<file path="config.mk">
export PLATFORM = sky130hd
export DESIGN_NAME = updown_counter
export DESIGN_NICKNAME = d
export VERILOG_FILES = /design/src/rtl/updown_counter.sv
export SDC_FILE = /design/constraint.sdc
export NUM_CORES = 1
export LEC_CHECK = 0
export CAP_MARGIN = 20
export CELL_PAD_IN_SITES_DETAIL_PLACEMENT = 1
export CELL_PAD_IN_SITES_GLOBAL_PLACEMENT = 1
export CORE_MARGIN = 1.5
export CORE_UTILIZATION = 29
export DETAILED_ROUTE_END_ITERATION = 16
export PLACE_DENSITY_LB_ADDON = 0.1
export SLEW_MARGIN = 15
export SYNTH_ARGS = -nofsm -noshare
export SYNTH_HDL_FRONTEND = slang
export SYNTH_SLANG_ARGS = --single-unit
</file>
<file path="constraint.sdc">
create_clock -name clock -period 2.03 [get_ports clock]
set_input_delay 0.406 -clock clock [delete_from_list [all_inputs] [get_ports clock]]
set_output_delay 0.406 -clock clock [all_outputs]
set_load 0.005 [all_outputs]
</file>
<file path="src/rtl/updown_counter.sv">
// rtl/updown_counter.sv - parametrised up/down counter with load, clear, wrap/saturate,
// terminal-event pulse and sticky overflow flag.
module updown_counter #(
    parameter int unsigned          WIDTH     = 4,
    parameter logic [WIDTH-1:0]     MAX_COUNT = {WIDTH{1'b1}},
    parameter bit                   SATURATE  = 1'b0
) (
    input  logic             clock,
    input  logic             reset,
    input  logic             enable,
    input  logic             up_down,
    input  logic             load,
    input  logic [WIDTH-1:0] load_value,
    input  logic             clear,
    output logic [WIDTH-1:0] counter_out,
    output logic             terminal,
    output logic             overflow
);

    localparam logic [WIDTH-1:0] L_ONE = WIDTH'(1);

    logic [WIDTH-1:0] r_count;
    logic             r_terminal;
    logic             r_overflow;

    logic [WIDTH-1:0] w_next_count;
    logic             w_next_terminal;
    logic             w_next_overflow;
    logic [WIDTH-1:0] w_load_clamped;
    logic             w_at_limit;
    logic [WIDTH-1:0] w_wrap_value;
    logic [WIDTH-1:0] w_step_value;

    assign w_load_clamped = (load_value > MAX_COUNT) ? MAX_COUNT : load_value;

    // The limit being approached, the value taken on wrapping past it, and the ordinary step.
    assign w_at_limit   = up_down ? (r_count == MAX_COUNT) : (r_count == '0);
    assign w_wrap_value = up_down ? '0 : MAX_COUNT;
    assign w_step_value = up_down ? (r_count + L_ONE) : (r_count - L_ONE);

    always_comb begin
        w_next_count    = r_count;
        w_next_terminal = 1'b0;
        w_next_overflow = r_overflow;
        if (clear) begin
            w_next_count    = '0;
            w_next_overflow = 1'b0;
        end else if (load) begin
            w_next_count = w_load_clamped;
        end else if (enable) begin
            if (w_at_limit) begin
                w_next_terminal = 1'b1;
                w_next_overflow = 1'b1;
                w_next_count    = SATURATE ? r_count : w_wrap_value;
            end else begin
                w_next_count = w_step_value;
            end
        end
    end

    always_ff @(posedge clock or negedge reset) begin
        if (!reset) begin
            r_count    <= '0;
            r_terminal <= 1'b0;
            r_overflow <= 1'b0;
        end else begin
            r_count    <= w_next_count;
            r_terminal <= w_next_terminal;
            r_overflow <= w_next_overflow;
        end
    end

    assign counter_out = r_count;
    assign terminal    = r_terminal;
    assign overflow    = r_overflow;

endmodule
</file>
==> summary.txt <==
Outcome
  – Status: complete, no violations

Synth
  – Top-count cell post-synth: a21oi_1
  – Syn Nets: just over 60
  – Ys Warns: 0
  – Synth top area share: approximately a third
  – Avg Cell Area, Syn: 8.97 sq um
  – Post-synth EDFFs: 0
  – Syn Inst Count: 48
  – Async SR Flop Fraction: 100%
  – Synth Area in XOR/XNOR: 8.14%
  – Post-synthesis sequential area ratio: 34.9%
  – Post-synth top flop: dfrtp_1
  – Register bit total from synthesis: 6
  – Main combinational cell family by area after synthesis: compound AO/OA/AOI/OAI gates
  – Simple-Gate Fraction of Synth Area: 18.3%
  – Post-synthesis adder-cell area fraction: around a tenth
  – Leading area contributor after synthesis: dfrtp_1
  – Cell variety after synth: 24
  – Portion of netlist area occupied by mux cells: 0%
  – Post-synth top cells: 7 x a21oi_1, 6 x dfrtp_1, 6 x inv_1
  – Synth area leaders: dfrtp_1 35%, a21oi_1 8.1%, xnor2_1 6.1%
  – Synth Cell Area: 430 sq um
  – Synth Area in Compound Gates: approximately 22%

Floorplan
  – Starting density of the core: 31.9%
  – Die Y-Extent: 41.5 microns
  – Die X: 41.5 microns
  – Core area: approximately 1400 sq um
  – Die area: 1720 sq um
  – Row Count: 13
  – I/O Pins: 16

Critical path
  – Worst-path fanout max: 5
  – RR Endpoint: counter_out[1]
  – Max stage delay on crit path: about 570 ps
  – Family with the most delay on the worst path: buffers and inverters
  – Max stage delay cell, worst path: clkdlybuf4s50_1
  – Worst path bufs/invs: 2
  – CP Cell Sequence: clkdlybuf4s50_1 > inv_1 > ha_1 > a21o_1 > a21oi_1 > xnor2_1 > a21oi_1
  – WP data arrival: 1950 ps
  – Reg2Reg Depth: 5
  – Most Frequent Cell on Critical Path: a21oi_1
  – CP startpoint kind: primary input
  – Critical Path RT: between 2000 and 2500 ps
  – Worst R2R Start: counter_out[1]
  – Kind of critical path: primary input to register
  – CP Capture Type: register
  – R2r setup slk: 450 ps

Routing
  – DRT Wirelength: 1150 microns
  – Vias per cell: 5.10
  – Iter 0 DRT Violations: 3
  – Drt wl/cell: 14.0 microns
  – Number of remaining DRC errors: 0
  – Antenna-violating nets left: 0
  – Via count: 418
  – Pre-Repair DR Iteration Count: 4

STA
  – Clock skew: between 2 and 2.5 ps
  – Fin crit share: between 90 and 100%
  – Fmax: ~540 MHz
  – Worst Tran Pin Value: 390 ps
  – Setup violators final: 0
  – Post-route minimum period: 1840 ps
  – Hold Violations, Final: 0
  – Slew Viols, Final: 0
  – RSZ-0062 raised after global routing: false
  – WHS: approximately 400 ps
  – Relative slew slack: ~74%
  – Final TNS setup: 0 ps

Clock tree
  – CTS Hold Bufs: 0
  – CTS tree: yes
  – Clk slew on worst S/H paths: 40 ps
  – H-tree depth: 1
  – CTS buffer count: 3
  – Later-pin clock latency in the skew report: between 200 and 250 ps
  – Resize count post-CTS: 0
  – Post-CTS setup buffer count: 0
  – CTS Buffer Depth: 2
  – Clock sinks: 6
  – Clk root buf: clkbuf_4

Pwr
  – Static leakage: ~0.27 nW
  – Max VDD drop: 267 uV
  – Tot Pwr: around 0.00036 W
  – Pwr/cell area: around 560 nW/um^2

Worst hold path
  – HP Class: primary input to asynchronous set/reset pin

Final layout
  – Final core occ: 46.9%
  – Layout cells sized above 1: 13.4%
  – ANT cells: 0
  – Synth-to-Final Area Change: 47.1%
  – Fin nets: 82

Place
  – IO Port Bufs: 15
  – GPL Wtd Cong: 0.655
  – Post-detail-place hpwl: about 900 microns

Global route
  – Congestion Overflow GR: 0
  – Largest net degree at the start of global routing: 11
  – Initial antenna violation count: 0
  – Gr usage total: 15.8%
  – Vias in the first global route: about 440
  – Global-route wire length before repair: approximately 2100 microns

Job
  – Max cap viols: 0
[report_power, final]
group          switching, W  total [W]  internal (W)  leakage [nW]
Sequential       0.00000979   0.000138      0.000128        0.0795
Clock             0.0000383   0.000105     0.0000666        0.0138
Combinational     0.0000501   0.000114     0.0000639         0.182
[through the flow]
step,cell area (sq um),setup WS (ps),cells
after global placement,611,-10.5,79
after floorplan,430,509,48
after CTS,633,186,82
after detailed placement,611,-64.6,79
final,633,194,82
after global routing,633,90.9,82
[final cells by class]
class                   instances  area, sq um
fillers                       162          717
flip-flops and latches          6          150
repair buffers                 17          165
inverters                       6         22.5
well taps                      15         18.8
clock buffers                   3         22.5
multi-input cells              35          254
[per-layer routing]
metal / vias up / part of all wire, % / track usage (%)
met2: 4 / 50 / 23.8
met1: 208 / 47 / 20.9
met3: 2 / 1.7 / 2.61
met5: - / 0 / 0
met4: 0 / 0.70 / 9.68
li1: 204 / - / -
[worst max path at each step]
stage          slack (ps)  cells after the start              to           start
2_1_floorplan         510                      5  counter_out[1]  counter_out[0]
3_3_place_gp          -10                      5  counter_out[1]         up_down
3_5_place_dp          -60                      7  counter_out[3]         up_down
4_1_cts               190                      7  counter_out[3]         up_down
5_1_grt                90                      7  counter_out[3]         up_down
6_report              190                      7  counter_out[3]         up_down
[sequential cells by signal, indices dropped and copies added, names as in the netlist]
register / cells
counter_out: 4
terminal: 1
overflow: 1
[cells by family (layout without fill, tap and decap cells)]
| kind of cell | after synthesis | count (layout) |
|---|---|---|
| AO/OA/AOI/OAI | 14 | 14 |
| AND/OR/NAND/NOR | 14 | 14 |
| XOR/XNOR | 4 | 4 |
| flip-flops | 6 | 6 |
| adder cells (fa/ha/maj) | 3 | 3 |
| buffers and inverters | 7 | 26 |
[layout by cell type, fill, tap and decap left out]
master           instances
and4_1                   1
nor2_1                   4
o21ai_1                  1
nand2_1                  2
nor3b_1                  1
a21oi_1                  7
dfrtp_1                  6
xnor2_1                  3
buf_4                    2
clkdlybuf4s50_1         15
a221oi_2                 1
or4_4                    1
a21o_1                   1
ha_1                     2
inv_1                    6
o211ai_1                 1
a2111o_1                 1
nor2_2                   1
o21ai_0                  1
clkbuf_4                 3
and2_1                   1
fa_1                     1
xor2_1                   1
nor3_1                   2
a21oi_2                  1
nor2b_1                  1
(Power assumes the default switching activity.)
